--- src/rtl/round_judge.sv ---
// round_judge: five-probe ball safety judge with round timer; define ROUND_JUDGE_GRACE_EN for a start-of-round miss grace window.
module round_judge #(
    parameter int SCREEN_WIDTH  = 400,
    parameter int SCREEN_HEIGHT = 600,
    parameter int BALL_RADIUS   = 10,
    parameter int ROUND_FRAMES  = 600,
    parameter int MISS_LIMIT    = 3,
    parameter int SAFE_LATENCY  = 1,
    parameter int GRACE_FRAMES  = 30
) (
    input  logic                              clk,
    input  logic                              arst,
    input  logic                              i_round_start,
    input  logic                              i_pause,
    input  logic                              i_frame_start,
    input  logic [$clog2(SCREEN_WIDTH)-1:0]   i_x,
    input  logic [$clog2(SCREEN_HEIGHT)-1:0]  i_y,
    input  logic                              i_is_safe,
    input  logic [$clog2(SCREEN_WIDTH)-1:0]   i_ball_x,
    input  logic [$clog2(SCREEN_HEIGHT)-1:0]  i_ball_y,
    output logic                              o_round_ended,
    output logic                              o_is_win,
    output logic [$clog2(ROUND_FRAMES+1)-1:0] o_time_left,
    output logic [$clog2(MISS_LIMIT+1)-1:0]   o_miss_cnt
);
    localparam int XW = $clog2(SCREEN_WIDTH);
    localparam int YW = $clog2(SCREEN_HEIGHT);
    localparam int TW = $clog2(ROUND_FRAMES+1);
    localparam int MW = $clog2(MISS_LIMIT+1);

    typedef enum logic [1:0] {IDLE, RUNNING, PAUSED, DONE} state_t;
    state_t state, state_nxt;

    logic [XW-1:0] bx;
    logic [YW-1:0] by;
    logic [4:0] flags, hit;
    logic [4:0][XW-1:0] px;
    logic [4:0][YW-1:0] py;
    logic [SAFE_LATENCY-1:0][XW-1:0] dx;
    logic [SAFE_LATENCY-1:0][YW-1:0] dy;
    logic first, run, fs_run, eval, in_grace, miss_any, lose, win_now;
    logic [TW-1:0] time_nxt;
    logic [MW-1:0] miss_nxt;

    assign run    = state == RUNNING && !i_pause && !i_round_start;
    assign fs_run = run && i_frame_start;
    assign eval   = fs_run && !first;

    // Probes: centre, left, right, up, down, clamped to the screen
    always_comb begin
        px = {5{bx}};
        py = {5{by}};
        px[1] = int'(bx) < BALL_RADIUS ? '0 : XW'(int'(bx) - BALL_RADIUS);
        px[2] = int'(bx) + BALL_RADIUS > SCREEN_WIDTH - 1 ? XW'(SCREEN_WIDTH - 1) : XW'(int'(bx) + BALL_RADIUS);
        py[3] = int'(by) < BALL_RADIUS ? '0 : YW'(int'(by) - BALL_RADIUS);
        py[4] = int'(by) + BALL_RADIUS > SCREEN_HEIGHT - 1 ? YW'(SCREEN_HEIGHT - 1) : YW'(int'(by) + BALL_RADIUS);
        for (int k = 0; k < 5; k++)
            hit[k] = dx[SAFE_LATENCY-1] == px[k] && dy[SAFE_LATENCY-1] == py[k];
    end

`ifdef ROUND_JUDGE_GRACE_EN
    localparam int GW = $clog2(GRACE_FRAMES+1);
    logic [GW-1:0] grace_cnt;
    assign in_grace = grace_cnt < GW'(GRACE_FRAMES);
    always_ff @(posedge clk or posedge arst) begin
        if (arst)
            grace_cnt <= '0;
        else if (i_round_start)
            grace_cnt <= '0;
        else if (eval && in_grace)
            grace_cnt <= grace_cnt + 1'b1;
    end
`else
    assign in_grace = GRACE_FRAMES < 0;
`endif

    always_ff @(posedge clk or posedge arst) begin
        if (arst)
            state <= IDLE;
        else
            state <= state_nxt;
    end

    always_comb begin
        state_nxt = i_round_start ? RUNNING :
                    state == RUNNING ? (i_pause ? PAUSED : lose || win_now ? DONE : RUNNING) :
                    state == PAUSED && !i_pause ? RUNNING : state;
    end

    // Loss is checked first so a frame that both exhausts the timer and hits the limit loses
    always_comb begin
        miss_any = !(&flags) && !in_grace;
        miss_nxt = !eval ? o_miss_cnt : !miss_any ? '0 :
                   o_miss_cnt == MW'(MISS_LIMIT) ? o_miss_cnt : o_miss_cnt + 1'b1;
        time_nxt = eval && o_time_left != '0 ? o_time_left - 1'b1 : o_time_left;
        lose     = eval && miss_nxt == MW'(MISS_LIMIT);
        win_now  = eval && !lose && time_nxt == '0;
    end

    always_ff @(posedge clk or posedge arst) begin
        if (arst) begin
            o_time_left   <= '0;
            o_miss_cnt    <= '0;
            o_is_win      <= 1'b0;
            o_round_ended <= 1'b0;
            first         <= 1'b0;
        end else if (i_round_start) begin
            o_time_left   <= TW'(ROUND_FRAMES);
            o_miss_cnt    <= '0;
            o_is_win      <= 1'b0;
            o_round_ended <= 1'b0;
            first         <= 1'b1;
        end else begin
            o_time_left   <= time_nxt;
            o_miss_cnt    <= miss_nxt;
            o_is_win      <= o_is_win || win_now;
            o_round_ended <= lose || win_now;
            if (fs_run)
                first <= 1'b0;
        end
    end

    always_ff @(posedge clk or posedge arst) begin
        if (arst) begin
            dx    <= '0;
            dy    <= '0;
            bx    <= '0;
            by    <= '0;
            flags <= '1;
        end else begin
            dx[0] <= i_x;
            dy[0] <= i_y;
            for (int i = 1; i < SAFE_LATENCY; i++) begin
                dx[i] <= dx[i-1];
                dy[i] <= dy[i-1];
            end
            if (i_frame_start) begin
                bx <= i_ball_x;
                by <= i_ball_y;
            end
            flags <= i_round_start || i_frame_start ? '1 :
                     run ? flags & ~(hit & {5{!i_is_safe}}) : flags;
        end
    end
endmodule
--- config.mk ---
export PLATFORM = sky130hd
export DESIGN_NAME = round_judge
export DESIGN_NICKNAME = d
export VERILOG_FILES = /design/src/rtl/round_judge.sv
export SDC_FILE = /design/constraint.sdc
export NUM_CORES = 1
export LEC_CHECK = 0
export ABC_CLOCK_PERIOD_IN_PS = 4300
export CAP_MARGIN = 20
export CELL_PAD_IN_SITES_DETAIL_PLACEMENT = 1
export CELL_PAD_IN_SITES_GLOBAL_PLACEMENT = 2
export CORE_MARGIN = 4
export CORE_UTILIZATION = 37
export CTS_BUF_LIST = sky130_fd_sc_hd__clkbuf_4 sky130_fd_sc_hd__clkbuf_8
export CTS_CLUSTER_DIAMETER = 200
export DETAILED_ROUTE_END_ITERATION = 10
export PLACE_DENSITY = 0.95
export SYNTH_ARGS = -nofsm -noshare
export SYNTH_HDL_FRONTEND = slang
export SYNTH_SLANG_ARGS = --single-unit
--- constraint.sdc ---
create_clock -name clk -period 4.3 [get_ports clk]
set_clock_uncertainty 0.05 [all_clocks]
set_input_delay 0.86 -clock clk [delete_from_list [all_inputs] [get_ports clk]]
set_output_delay 0.86 -clock clk [all_outputs]
set_load 0.02 [all_outputs]
==> impl_metrics.json, run 1 <==
{
  "postRouteAntennaNets": 0,
  "clk_latency_ps": 350,
  "grt_pass1_wl_um": 19300,
  "p_leak_nw": 1.84,
  "diodes": 0,
  "dr_total_vias": 3633,
  "grt_start_max_net_pins": 41,
  "p_sw_mw": 0.478,
  "die_area_sq_um": 12800,
  "synth_top_cell_by_area": "dfrtp_1",
  "ys.warnings.count": 0,
  "p_int_mw": 1.09,
  "tns_ps": 0,
  "p_comb_share_pct": 20.5,
  "die_height_um": 113,
  "min_path_type": "flop to flop",
  "track_usage_pct": 18.6,
  "maxCapViolations": 0,
  "tightest_slew_ps": 851,
  "seqPwrFrac_pct": 43.0,
  "synth_most_common_cell": "dfrtp_1",
  "critPathMaxFanout": 11,
  "swShare_pct": 30.4,
  "synth_common_cells": "55 x dfrtp_1, 44 x nor2_1, 37 x nand2_1",
  "setup_ws_ps": 1120,
  "dp_slack_ps": 744,
  "drt_first_pass_iters": 4,
  "clkPwrFrac_pct": 36.4,
  "slew_viol_final": 0,
  "crit_path_end_kind": "flop",
  "rsz0062_at_grt": "no",
  "stdcell_count": 652,
  "wl_per_cell_um": 17.5,
  "crit_required_ps": 4530,
  "fin_util_pct": 45.5,
  "multi_input_area_sq_um": 2380,
  "cts_setup_buffers": 0,
  "clock_path_buffers": 2,
  "avgSynthCellArea_sq_um": 8.74,
  "clock-sinks": 60,
  "synth_fp_nets": 516,
  "initial_core_util_pct": 37.7,
  "arrival_ps": 3410,
  "slew_headroom_pct": 43.2,
  "postCtsHoldBufs": 0,
  "fin_nets": 556,
  "cts_tree": "yes",
  "synth_top_area_share_pct": 33.7,
  "synth.cell_area_sq_um": 4080,
  "cts_made_buffers": 9,
  "num_rows": 38,
  "core_area_sq_um": 10800,
  "pin_count": 58,
  "htree_num_levels": 3,
  "critPathLaunchType": "input port",
  "post-dp-hpwl_um": 8500,
  "setup_viol": 0,
  "fmax_mhz": 314,
  "synth_cells": 467,
  "min_period_ps": 3180,
  "yosys-top-cells-area": "dfrtp_1 34%, xnor2_1 6.0%, xor2_1 4.5%, mux2_2 4.1%, nor2_1 4.0%",
  "slowest_stage": "a2111oi_2",
  "dr_wl_met3_um": 433,
  "grt_overflow": 0,
  "critPathKind": "input port to flop",
  "ys.flop_type": "dfrtp_1",
  "drt-met1-wl_um": 5200,
  "grt_pass1_vias": 3910,
  "power.density_nw_per_um2": 318,
  "place_inst": 636,
  "hold_viol": 0,
  "drive_above_1_share_pct": 10.9,
  "drt-total-wl_um": 11400,
  "post-route-period-util_pct": 74.0,
  "regArea_sq_um": 1510,
  "drt-vias-per-instance": 5.57,
  "top_layer_used": "met4",
  "drc_errors": 0,
  "clk_pin_slew_ps": 70,
  "synth_edf_count": 0,
  "ir_drop_uv": 220,
  "place_congestion": 0.882,
  "cts_root_buf": "clkbuf_8",
  "yosysSeqAreaShare_pct": 36.9,
  "area_growth_pct": 20.8,
  "antenna_found_initial": 0,
  "synth-seq-cells": 60,
  "async_flop_share_pct": 100,
  "ys_types": 64,
  "status": "finished clean",
  "slowest_delay_ps": 720,
  "cpMostUsedCell": "nand3_1",
  "chipWidth_um": 113,
  "fillCellCount": 1275,
  "ctsResizeCount": 0,
  "crit_chain": "clkdlybuf4s50_1 > nor3b_2 > nand3_1 > a2111oi_2 > nand3_1 > o211ai_1 > nand4_2 > a31oi_2",
  "wl_met2_um": 5600,
  "io_buffers": 57,
  "first_iter_violations": 124
}
==> final timing paths <==
check                           startpoint             end  slack [ps]  cells past startpoint
worst max-delay path               i_pause        state[1]        1120                      8
worst min-delay path              flags[0]        flags[0]         450                      2
worst max register to register       by[1]        flags[4]        1600                      8
worst min register to register    flags[0]        flags[0]         450                      2
max in group asynchronous             arst           by[3]        2440                      3
min in group asynchronous             arst  o_time_left[0]         950                      2
==> cell families after synthesis <==
logic type	synth area share (%)
and+or+nand+nor	24.6
muxes	6.13
DFF	36.9
AOI/OAI and AO/OA	15.4
adders and majority gates	1.78
xor gates and xnor gates	10.5
buffers and inverters	4.63
==> cells in the final DEF (no fill, tap or decap), types with 3 or more instances in the layout <==
cell / n
nor4_1: 7
xor2_1: 21
o22ai_1: 5
or2_2: 6
o21ai_0: 27
nor2b_1: 9
ha_1: 5
dfstp_2: 5
nand2_1: 37
mux2i_1: 7
mux2_2: 15
nand2b_1: 8
clkdlybuf4s50_1: 57
clkbuf_8: 9
a211oi_1: 5
nor3b_1: 3
nand3_1: 18
or4_1: 4
o211ai_1: 7
dfrtp_1: 55
and4_1: 3
nor3_1: 16
inv_1: 13
o31ai_1: 4
nor2_1: 44
buf_4: 3
nand4_1: 6
a21oi_1: 27
xnor2_1: 28
or3_1: 10
==> stage by stage <==
step	power, mW	cell area [sq um]	hold WS [ps]
global route	1.65	4930	477
global placement	0.994	4710	426
floorplan	0.894	4080	412
finish	1.57	4930	450
detailed placement	1.01	4710	441
CTS	1.59	4930	456
==> state kept, by name (all words and copies together) (netlist names) <==
name           cells
o_miss_cnt         2
dx                 9
state              2
o_round_ended      1
o_is_win           1
dy                10
first              1
by                10
flags              5
o_time_left       10
bx                 9
==> critical path, delay by kind of cell <==
family                 cells  cell delay [ps]
AOI/OAI and AO/OA          3             1060
and+or+nand+nor            4              980
buffers and inverters      1              490
==> final cells by class <==
type                       count  share of cell area, %
clock buffer                  11                   2.82
clock inverter                 5                   1.57
inverter                      14                   1.07
multi-input combinational    362                   48.4
sequential                    60                   30.6
tap                          140                   3.55
timing repair buffer          60                   12.0
==> power by group through the flow <==
stage / clock network [mW] / registers (mW) / logic [mW]
floorplan: 0 / 0.626 / 0.269
global placement: 0 / 0.682 / 0.311
detailed placement: 0 / 0.686 / 0.322
CTS: 0.593 / 0.675 / 0.325
global route: 0.612 / 0.684 / 0.358
finish: 0.572 / 0.676 / 0.323
==> metal layers <==
metal  track usage, %  up-vias
li1                 -     1752
met1             23.8     1798
met2             32.0       67
met3             3.74       16
met4             5.37        0
met5                0        -
Note: power is estimated with default switching activity, not from simulation.
==> run 2, diff against run 1 <==
==> config.mk (replaced) <==
export PLATFORM = sky130hd
export DESIGN_NAME = round_judge
export DESIGN_NICKNAME = d
export VERILOG_FILES = /design/src/rtl/round_judge.sv
export SDC_FILE = /design/constraint.sdc
export NUM_CORES = 1
export LEC_CHECK = 0
export ABC_CLOCK_PERIOD_IN_PS = 3000
export CAP_MARGIN = 20
export CELL_PAD_IN_SITES_DETAIL_PLACEMENT = 1
export CELL_PAD_IN_SITES_GLOBAL_PLACEMENT = 2
export CORE_MARGIN = 4
export CORE_UTILIZATION = 34
export CTS_BUF_LIST = sky130_fd_sc_hd__clkbuf_4 sky130_fd_sc_hd__clkbuf_8
export CTS_CLUSTER_DIAMETER = 200
export DETAILED_ROUTE_END_ITERATION = 10
export PLACE_DENSITY = 0.92
export SYNTH_ARGS = -nofsm -noshare
export SYNTH_HDL_FRONTEND = slang
export SYNTH_SLANG_ARGS = --single-unit
==> constraint.sdc (replaced) <==
create_clock -name clk -period 3 [get_ports clk]
set_clock_uncertainty 0.05 [all_clocks]
set_input_delay 0.6 -clock clk [delete_from_list [all_inputs] [get_ports clk]]
set_output_delay 0.6 -clock clk [all_outputs]
set_load 0.02 [all_outputs]
==> run 2 against run 1 <==
Effect of this change: combinational power increased by 46%; die area increased by 8.2%; highest routed layer unchanged; critical endpoint unchanged; setup slack got worse by 690 ps; cell area increased by 1.8%; global-route usage decreased by 0.80 points; sequential share of layout area decreased by 0.53 points.
==> impl_metrics.json, run 2 (synthesis gave the netlist of run 1 again) <==
{
  "ctsResizeCount": 0,
  "clk_latency_ps": 370,
  "hold_viol": 0,
  "r2r_start": "bx[1]",
  "diodes": 0,
  "antenna_found_initial": 0,
  "critPathMaxFanout": 5,
  "dp_slack_ps": 47.6,
  "postRouteAntennaNets": 0,
  "rsz0062_at_grt": "no",
  "io_buffers": 57,
  "setup_viol": 0,
  "slew_viol_final": 0,
  "clock-sinks": 60,
  "pin_count": 58,
  "final_area_sq_um": 5020,
  "tns_ps": 0,
  "layout_common_cells": "57 x clkdlybuf4s50_1, 55 x dfrtp_1, 44 x nor2_1",
  "clock_path_buffers": 2,
  "dr_total_vias": 3694,
  "hp-start": "flags[0]",
  "num_rows": 39,
  "arrival_ps": 2800,
  "cts_made_buffers": 9,
  "startpoint": "i_pause",
  "ir_drop_uv": 307,
  "tightest_slew_ps": 647,
  "chipWidth_um": 118,
  "setup_ws_ps": 430,
  "area_growth_pct": 22.9,
  "drt_first_pass_iters": 4,
  "die_height_um": 118,
  "track_usage_pct": 17.8,
  "fillCellCount": 1324,
  "fin_hold_ws_ps": 444,
  "fmax_mhz": 389,
  "grt_start_max_net_pins": 39,
  "min_path_type": "flop to flop",
  "initial_core_util_pct": 35.3,
  "htree_num_levels": 3,
  "critPathLaunchType": "input port",
  "first_iter_violations": 199,
  "post-dp-hpwl_um": 8690,
  "wl_per_cell_um": 17.8,
  "crit_path_end_kind": "flop",
  "final_common_cell": "clkdlybuf4s50_1",
  "grt_overflow": 0,
  "status": "finished clean",
  "core_area_sq_um": 11600,
  "cts_root_buf": "clkbuf_8",
  "postCtsHoldBufs": 0,
  "clk_pin_slew_ps": 70,
  "dpl_cell_area_sq_um": 4780,
  "drt-total-wl_um": 11800,
  "drt-vias-per-instance": 5.58,
  "p_total_mw": 2.32,
  "grt_pass1_vias": 4072,
  "post-route-period-util_pct": 85.7,
  "cts_setup_buffers": 0,
  "critPathKind": "input port to flop",
  "die_area_sq_um": 13800,
  "drc_errors": 0,
  "crit_required_ps": 3230,
  "fin_nets": 563,
  "grt_pass1_wl_um": 20300,
  "drive_above_1_share_pct": 12.1,
  "reg_top3": "by: 10 flops, dy: 10 flops, o_time_left: 10 flops",
  "p_leak_nw": 1.89,
  "cts_tree": "yes",
  "place_congestion": 0.867,
  "maxCapViolations": 0,
  "slew_headroom_pct": 56.9,
  "power.density_nw_per_um2": 462,
  "min_period_ps": 2570
}
run 2: cell types whose count changed in the layout (fill, tap and decap cells not counted), sizes merged:
cell	change
clkbuf	+1
buf	+7
clkinvlp	-1
run 2: layer usage:
layer	share of wire, %	vias to the layer above	track usage, %
li1	-	1762	-
met1	45	1829	22.4
met2	48	82	29.4
met3	3.9	21	4.71
met4	2.4	0	6.74
met5	0	-	0
run 2: worst max-delay path: stages:
cell	delay [ps]
clkdlybuf4s50_1	470
nor3b_2	280
nand3_1	220
or3_1	450
o2bb2a_1	300
o211ai_1	110
nand4_2	170
a31oi_2	200
run 2: power breakdown:
part           switching [mW]  internal (mW)
combinational           0.234          0.238
clock                   0.346          0.533
sequential              0.118          0.849
total                   0.699           1.62
run 2: final timing paths:
check                      cells after the start  slack, ps        to
max                                            8        430  state[1]
min                                            2        440  flags[0]
max reg2reg                                    8        470  flags[2]
min reg2reg                                    2        440  flags[0]
max in group asynchronous                      3       1730  flags[0]
min in group asynchronous                      2        540     dy[0]
run 2: layout make-up:
class / count / area (sq um) / share of cell area (%)
clock inverter: 4 / 70.1 / 1.40
multi-input combinational: 362 / 2380 / 47.5
tap: 143 / 179 / 3.57
clock buffer: 12 / 165 / 3.29
sequential: 60 / 1510 / 30.0
timing repair buffer: 67 / 658 / 13.1
inverter: 14 / 52.6 / 1.05
run 2: stage by stage:
stage,utilization [%],cells
final,43.4,662
after global routing,43.4,662
after detailed placement,41.4,646
after floorplan,-,467
after global placement,41.4,646
after CTS,43.4,662
